`src/rtl/sort_frame_loader.sv`:
```
// sort_frame_loader
//   Input stage of the 4-input descending sorter. It packs a serial word
//   stream into 4-lane frames (word 0 -> a ... word 3 -> d). A fill buffer
//   collects the words. A hold buffer presents the finished frame on stable
//   parallel outputs, so the next frame can load while the current one waits.
//
// Ports
//   clk, rst_n          : clock (rising edge), asynchronous active-low reset
//   in_data/in_valid    : incoming word and its valid
//   in_last             : ends a short frame early (sampled only on accept)
//   in_ready            : loader can accept a word (state-decoded only)
//   a, b, c, d          : frame lanes 0..3 from the hold buffer
//   lane_mask           : bit k set = lane k holds real data, clear = PAD
//   frame_valid         : hold buffer holds a complete frame
//   frame_ready         : downstream consumes the frame
//   frame_count         : frames delivered, wraps modulo 256
module sort_frame_loader #(
    parameter int               WIDTH = 16,
    parameter logic [WIDTH-1:0] PAD   = '0
) (
    input  logic             clk,
    input  logic             rst_n,
    input  logic [WIDTH-1:0] in_data,
    input  logic             in_valid,
    input  logic             in_last,
    output logic             in_ready,
    output logic [WIDTH-1:0] a,
    output logic [WIDTH-1:0] b,
    output logic [WIDTH-1:0] c,
    output logic [WIDTH-1:0] d,
    output logic [3:0]       lane_mask,
    output logic             frame_valid,
    input  logic             frame_ready,
    output logic [7:0]       frame_count
);

    typedef enum logic {
        S_FILLING = 1'b0,
        S_FULL    = 1'b1
    } state_e;

    state_e                      state_q, state_d;
    logic [1:0]                  idx_q, idx_d;
    logic [3:0][WIDTH-1:0]       fill_q, fill_d;
    logic [3:0]                  fill_mask_q, fill_mask_d;
    logic [3:0][WIDTH-1:0]       hold_q, hold_d;
    logic [3:0]                  hold_mask_q, hold_mask_d;
    logic                        frame_valid_q, frame_valid_d;
    logic [7:0]                  frame_count_q, frame_count_d;

    logic transfer;
    logic consume;

    // A full fill buffer moves into hold whenever hold is empty or is
    // being drained on the same edge.
    assign transfer = (state_q == S_FULL) && (!frame_valid_q || frame_ready);
    assign consume  = frame_valid_q && frame_ready;

    always_comb begin
        state_d       = state_q;
        idx_d         = idx_q;
        fill_d        = fill_q;
        fill_mask_d   = fill_mask_q;
        hold_d        = hold_q;
        hold_mask_d   = hold_mask_q;
        frame_valid_d = frame_valid_q;
        frame_count_d = frame_count_q;

        case (state_q)
            S_FILLING: begin
                if (in_valid) begin
                    fill_d[idx_q]      = in_data;
                    fill_mask_d[idx_q] = 1'b1;
                    if (idx_q == 2'd3 || in_last) begin
                        state_d = S_FULL;
                        // Lanes beyond the last written one get PAD.
                        // Their mask bits are already clear.
                        for (int j = 0; j < 4; j++) begin
                            if (j > int'(idx_q)) begin
                                fill_d[j] = PAD;
                            end
                        end
                    end else begin
                        idx_d = idx_q + 2'd1;
                    end
                end
            end
            S_FULL: begin
                if (transfer) begin
                    hold_d        = fill_q;
                    hold_mask_d   = fill_mask_q;
                    frame_valid_d = 1'b1;
                    state_d       = S_FILLING;
                    idx_d         = 2'd0;
                    fill_mask_d   = 4'b0000;
                end
            end
            default: state_d = S_FILLING;
        endcase

        if (consume && !transfer) begin
            frame_valid_d = 1'b0;
        end
        if (consume) begin
            frame_count_d = frame_count_q + 8'd1;
        end
    end

    always_ff @(posedge clk or negedge rst_n) begin
        if (!rst_n) begin
            state_q       <= S_FILLING;
            idx_q         <= 2'd0;
            fill_mask_q   <= 4'b0000;
            hold_q        <= '0;
            hold_mask_q   <= 4'b0000;
            frame_valid_q <= 1'b0;
            frame_count_q <= 8'd0;
        end else begin
            state_q       <= state_d;
            idx_q         <= idx_d;
            fill_mask_q   <= fill_mask_d;
            hold_q        <= hold_d;
            hold_mask_q   <= hold_mask_d;
            frame_valid_q <= frame_valid_d;
            frame_count_q <= frame_count_d;
        end
    end

    // The fill lanes need no reset. Every lane is either written or set to
    // PAD before a transfer can read it.
    always_ff @(posedge clk) begin
        fill_q <= fill_d;
    end

    assign in_ready    = (state_q == S_FILLING);
    assign a           = hold_q[0];
    assign b           = hold_q[1];
    assign c           = hold_q[2];
    assign d           = hold_q[3];
    assign lane_mask   = hold_mask_q;
    assign frame_valid = frame_valid_q;
    assign frame_count = frame_count_q;

endmodule
```
`config.mk`:
```
export PLATFORM = sky130hd
export DESIGN_NAME = sort_frame_loader
export DESIGN_NICKNAME = d
export VERILOG_FILES = /design/src/rtl/sort_frame_loader.sv
export SDC_FILE = /design/constraint.sdc
export NUM_CORES = 1
export LEC_CHECK = 0
export BUFFER_PORTS_ARGS = -buffer_cell sky130_fd_sc_hd__buf_2
export CAP_MARGIN = 20
export CELL_PAD_IN_SITES_DETAIL_PLACEMENT = 1
export CELL_PAD_IN_SITES_GLOBAL_PLACEMENT = 1
export CORE_MARGIN = 8
export CORE_UTILIZATION = 50
export DETAILED_ROUTE_END_ITERATION = 8
export PLACE_DENSITY_LB_ADDON = 0.1
export SLEW_MARGIN = 5
export SYNTH_ARGS = -nofsm -noshare
export SYNTH_HDL_FRONTEND = slang
export SYNTH_SLANG_ARGS = --single-unit
```
`constraint.sdc`:
```
create_clock -name clk -period 9.4 [get_ports clk]
set_input_delay 0.94 -clock clk [delete_from_list [all_inputs] [get_ports clk]]
set_output_delay 0.94 -clock clk [all_outputs]
set_load 0.03 [all_outputs]
```
Yosys cells after proc, flatten, opt, wreduce, memory -nomap -nowiden
Cells that the tools add are included.
Word-level totals
  register bits after elaboration: 148
  output and inout port bits: 78
Cells by class
  $add $sub $neg: 2
  $lt $le $gt $ge: 5
  eq/ne operators: 4
  multiplexer cells: 23
  bitwise gates (word level): 2
  reductions and logical operators: 15
Operators by type and width (count)
  $bwmux 64: 1
  $mux 16: 4
  $mux 48: 1
  $demux 16 s2: 1
  $add 8x1->8 const B: 1
  $mux 4: 2
  $pmux 4 s2: 1
  $reduce_and 2->1: 4
  $mux 1: 7
  $mux 2: 3
  $gt 2x2->1 const A: 2
  $logic_and 1x1->1: 4
  $ne 2x2->1 const B: 2
  $or 4x4->4: 1
  $pmux 2 s2: 1
  $reduce_bool 2->1: 2
  $lt 2x3->1 const B: 1
  $reduce_and 3->1: 1
  $add 2x1->2 const B: 1
  $demux 1 s2: 1
  $eq 2x2->1 const B: 1
  $ge 2x1->1 const B: 1
  $gt 1x2->1 const A: 1
  $logic_not 1->1: 2
  other kinds (4): 5

Logic depth before layout (Yosys ltp)
  depth after elaboration: 7
  depth in mapped cells: 6
  mapped depth without buffers: 4

Least setup slack after synthesis
Ideal clock, no wire load.
  path kind: input port to flip-flop
  from: in in_valid
  to: reg fill_q[0] (netlist bit) (enable)
  setup time: 0.375 ns
  arrival: 3.883 ns
  data required time: 9.025 ns
  slack: 5.142 ns
  cell stages on the path: 2
  path buffers: 0
  path through: nor2b_1 > and2_1
Between the ends
  cells in the longest elaborated chain, start to end: 1
Ends and longest elaborated chain
  start: declaration: line 24  | input logic in_valid,
  $reduce_and 2->1 (no line)
  end signal: assignment: line 132  | fill_q <= fill_d;
  end: declaration: line 44  | logic [3:0][WIDTH-1:0] fill_q, fill_d;
No other way between the ends.
A chain may end at the register's enable or synchronous reset.

Worst setup path in the final report
  from: reg idx_q[1]
  to: reg fill_q[25] (netlist bit), data pin
Between the ends
  cells in the longest elaborated chain, start to end: 7
Ends and longest elaborated chain
  start: declaration: line 43  | logic [1:0] idx_q, idx_d;
  start signal: assignment: line 120  | idx_q <= idx_d;
  $lt 2x3->1 (implied by the code) or $ge 2x1->1 (tied branches): line 72  | fill_d[idx_q] = in_data;
  $logic_and 1x1->1 (implied by the code): line 72
  $mux 16 (implied by the code): line 72
  $demux 16 s2: line 72
  $bwmux 64: line 72
  $mux 16: line 79  | if (j > int'(idx_q)) begin
  $mux 48 *: line 74  | if (idx_q == 2'd3 || in_last) begin
Mark *: on every way between the ends. The rest lies on a longest branch, timed or not.

==> impl_table.tex <==
\begin{tabular}{lr}
\hline
Metric & Value \\
\hline
\multicolumn{2}{l}{\textbf{Run status}} \\
\quad Status & finished, final reports clean \\
\multicolumn{2}{l}{\textbf{Clock tree}} \\
\quad Number of buffers on the longest clock path & 2 \\
\quad \# H-tree levels & 4 \\
\quad Post-CTS resize count & 0 \\
\quad CTS hold repair buffers & 0 \\
\quad Clock Tree Root & sky130\_fd\_sc\_hd\_\_clkbuf\_16 \\
\quad Clock sink count & about 150 \\
\quad Clock tree from TritonCTS & done \\
\quad Number of buffers created by CTS & 17 \\
\quad Post-CTS setup repair buffer count & 0 \\
\quad Clk pin slew, worst setup/hold paths & 0.06 ns \\
\quad Worst-Skew Late Latency & between 0.4 and 0.5 ns \\
\multicolumn{2}{l}{\textbf{STA}} \\
\quad Max Freq & $\sim$0.36 GHz \\
\quad Worst slew margin relative to its limit & 0.2913 \\
\quad Minimum clock period after layout & 2.748 ns \\
\quad Final hold violation count & 0 \\
\quad Number of setup violations in the final report & 0 \\
\quad Sum of negative setup slack & 0 ns \\
\quad Slew Viols, Final & 0 \\
\quad RSZ-0062 raised after global routing & false \\
\quad Final worst clock skew & just over 0.008 ns \\
\quad Slew of the pin with the lowest slew margin & 1.063 ns \\
\quad Final worst-path cycle share & 0.2923 \\
\multicolumn{2}{l}{\textbf{Setup path}} \\
\quad Cells traversed along the worst timing path & ha\_1 > nor2\_2 > nor2b\_2 > nor2\_1 \\
\quad Buffers \& Inverters on Critical Path & 0 \\
\quad Slowest stage cell on the critical path & sky130\_fd\_sc\_hd\_\_ha\_1 \\
\quad Largest fanout on the critical path & 21 \\
\quad Kind of cell adding the most delay to the critical path & simple AND/OR/NAND/NOR gates \\
\quad Critical path's largest stage delay & between 0.7 and 0.8 ns \\
\quad WS Path Type & reg -> reg \\
\quad Critical path capture point type & register \\
\quad Worst Path Required & around 9.5 ns \\
\quad Startpoint Class & register \\
\quad Worst path arrival time & about 2.9 ns \\
\multicolumn{2}{l}{\textbf{Yosys}} \\
\quad Number of distinct standard cells referenced by the synthesized netlist & 30 \\
\quad Portion of the post-synthesis area used by sequential elements & 0.6866 \\
\quad Post-Synth Simple-Gate Area & 0.04590 \\
\quad Mux share of post-synthesis cell area & 0.1892 \\
\quad Synthesized-area fraction occupied by xor and xnor cells & 0.01046 \\
\quad Syn nets & roughly 390 \\
\quad Number of warnings issued by yosys & 0 \\
\quad Synth Cell Area & between 5000 and 6000 sq um \\
\quad Number of flip-flops and latches in the synthesized netlist & 148 \\
\quad Mean post-synth cell area & between 15 and 20 sq um \\
\quad Gate Count Post-Synth & 366 \\
\quad Area share of fa/ha/maj cells after synthesis & 0.01494 \\
\quad Main combinational cell family by area after synthesis & multiplexers \\
\quad Complex-gate fraction of the synthesized area & 0.03117 \\
\multicolumn{2}{l}{\textbf{Placement}} \\
\quad Final estimated routing congestion in global placement & 0.7070 \\
\quad Number of buffers added on ports & slightly below 100 \\
\quad Detailed placement HPWL & 8.857 mm \\
\multicolumn{2}{l}{\textbf{Final layout}} \\
\quad Nets & 499 \\
\quad Post-route core utilization & 0.6233 \\
\quad Most common cell after layout, fill and taps aside & sky130\_fd\_sc\_hd\_\_buf\_2 \\
\quad Most frequent cells in the layout & sky130\_fd\_sc\_hd\_\_buf\_2 (97), sky130\_fd\_sc\_hd\_\_dfrtp\_1 (84), sky130\_fd\_sc\_hd\_\_mux2\_2 (70) \\
\quad Fraction of final layout cells with drive strength greater than 1 & 0.4339 \\
\quad Post-synthesis to final-layout area growth & 21.43\% \\
\quad Antenna cells & 0 \\
\multicolumn{2}{l}{\textbf{Routing}} \\
\quad Number of nets with antenna violations after routing & 0 \\
\quad Via/cell ratio & 5.427 \\
\quad Post-DR wirelength/cell & around 21 um \\
\quad Number of iterations in the first detailed-routing pass & 4 \\
\quad DRC viols & 0 \\
\quad Via count & $\sim$3400 \\
\quad DRT Wirelength & 13.35 mm \\
\quad Iteration-0 DRC Markers & 163 \\
\multicolumn{2}{l}{\textbf{Power}} \\
\quad Total power draw & roughly 3 mW \\
\quad Ratio of total power to cell area & between 400 and 500 nW/um\^{}2 \\
\quad Maximum vdd drop & between 0.2 and 0.25 mV \\
\quad Clock Power Share & 0.243 \\
\quad Int Power & $\sim$1.9 mW \\
\quad Comb pwr share & 0.378 \\
\quad Net Sw Frac & 0.3761 \\
\quad Sequential cell fraction of total power & 0.380 \\
\quad Switching Power & roughly 1.1 mW \\
\quad Static leakage & 3.054 nW \\
\multicolumn{2}{l}{\textbf{Flow run}} \\
\quad Max-cap violation count & 0 \\
\multicolumn{2}{l}{\textbf{Global routing}} \\
\quad Global-route wire length before repair & between 20 and 25 mm \\
\quad Maximum number of pins on one net before global-route repair & 53 \\
\quad All-layer global routing usage & 0.1803 \\
\quad Antenna violations before repair & 0 \\
\quad Number of global-route vias before repair & roughly 3800 \\
\quad Grt total ovfl & 0 \\
\multicolumn{2}{l}{\textbf{Die}} \\
\quad Count of boundary I/O pins & 99 \\
\quad Horiz. Die Dim & about 120 um \\
\quad Height of the die & roughly 120 um \\
\quad Total number of placement rows & 39 \\
\quad Placeable core region & $\sim$11000 sq um \\
\quad DIE AREA & 15440 sq um \\
\quad Initial core utilization & 0.5133 \\
\multicolumn{2}{l}{\textbf{Min path}} \\
\quad Kind of path behind the tightest hold check & reg -> reg \\
\hline
\end{tabular}
==> final cells by class <==
| class | count | area, sq um |
|---|---|---|
| Clock inverter | 15 | 212.7 |
| Clock buffer | 17 | 425.4 |
| Fill cell | 1080 | 4302 |
| Sequential cell | 148 | 4024 |
| Timing Repair Buffer | 103 | 541.8 |
| Multi-Input combinational cell | 197 | 1719 |
| Inverter | 4 | 15.01 |
| Tap cell | 143 | 178.9 |
==> kinds of logic after synthesis <==
logic type / Yosys count
simple gates: 57
fa+ha+maj: 7
flops: 148
xor+xnor: 7
compound gates: 24
mux: 102
buf+inv: 21
==> power by group through the flow <==
| stage | logic (mW) | registers [mW] | clock network (mW) |
|---|---|---|---|
| 5_1_grt | 1.22 | 1.17 | 0.766 |
| 4_1_cts | 1.15 | 1.14 | 0.739 |
| 3_5_place_dp | 1.14 | 1.15 | 0 |
| 6_report | 1.13 | 1.14 | 0.728 |
| 3_3_place_gp | 1.10 | 1.14 | 0 |
| 2_1_floorplan | 0.505 | 1.44 | 0 |
==> Yosys cell counts <==
cell                       count  area (sq um)
sky130_fd_sc_hd__a21oi_1       5         25.02
sky130_fd_sc_hd__a22o_1       16         140.1
sky130_fd_sc_hd__and2_1        2         12.51
sky130_fd_sc_hd__and4_1        1         8.760
sky130_fd_sc_hd__buf_1         1         3.750
sky130_fd_sc_hd__buf_2         9         45.04
sky130_fd_sc_hd__buf_6         5         56.30
sky130_fd_sc_hd__clkbuf_1      2         7.510
sky130_fd_sc_hd__dfrtp_1      84          2102
sky130_fd_sc_hd__edfxtp_1     64          1922
sky130_fd_sc_hd__ha_1          7         87.58
sky130_fd_sc_hd__inv_1         4         15.01
sky130_fd_sc_hd__mux2_2       70         788.3
sky130_fd_sc_hd__mux2i_1      32         320.3
sky130_fd_sc_hd__nand2_1       5         18.77
sky130_fd_sc_hd__nand2_2       1         6.260
sky130_fd_sc_hd__nand2b_1      1         6.260
sky130_fd_sc_hd__nand2b_4      1         13.76
sky130_fd_sc_hd__nand3_1       1         5.000
sky130_fd_sc_hd__nand4_1       2         12.51
sky130_fd_sc_hd__nor2_1       37         138.9
sky130_fd_sc_hd__nor2_2        1         6.260
sky130_fd_sc_hd__nor2b_1       2         12.51
sky130_fd_sc_hd__nor3_2        1         10.01
sky130_fd_sc_hd__nor4b_1       1         8.760
sky130_fd_sc_hd__o21a_1        1         7.510
sky130_fd_sc_hd__o21ai_0       2         10.01
sky130_fd_sc_hd__or3b_1        1         8.760
sky130_fd_sc_hd__xnor2_1       6         52.55
sky130_fd_sc_hd__xor2_1        1         8.760
==> metal layers <==
layer,vias up,wire length [um],global-route usage
met5,-,0,0
met4,0,184,0.06378
met3,15,632,0.05319
met2,81,6768,0.2991
met1,1765,5762,0.2189
li1,1542,-,-
==> per-stage QoR <==
stage / cell area [sq um] / std cells / hold WS [ns] / setup WS, ns
6_report: 7117 / 627 / 0.4628 / 6.652
5_1_grt: 7117 / 627 / 0.4842 / 6.383
4_1_cts: 7091 / 625 / 0.4687 / 6.374
3_5_place_dp: 6452 / 593 / 0.4573 / 6.374
3_3_place_gp: 6452 / 593 / 0.4567 / 6.504
2_1_floorplan: 5861 / 366 / 0.4538 / 5.142
==> flip-flops by register name, summed over array words and instances (netlist names), 2 cells and up <==
signal and flops:
fill_mask_q 4, a 16, idx_q 2, c 16, fill_q 64, b 16, d 16, frame_count 8
lane_mask 4
==> final timing paths <==
check                               start              to  slack [ns]  depth (start not counted)
setup / recovery                 idx_q[1]      fill_q[25]        6.65                          4
hold / removal             frame_count[7]  frame_count[7]        0.46                          1
setup reg to reg                 idx_q[1]      fill_q[25]        6.65                          4
hold reg to reg            frame_count[7]  frame_count[7]        0.46                          1
max in group asynchronous           rst_n           b[14]        7.90                          2
min in group asynchronous           rst_n  frame_count[3]        0.52                          1
Power figures use the tool's default switching activity.
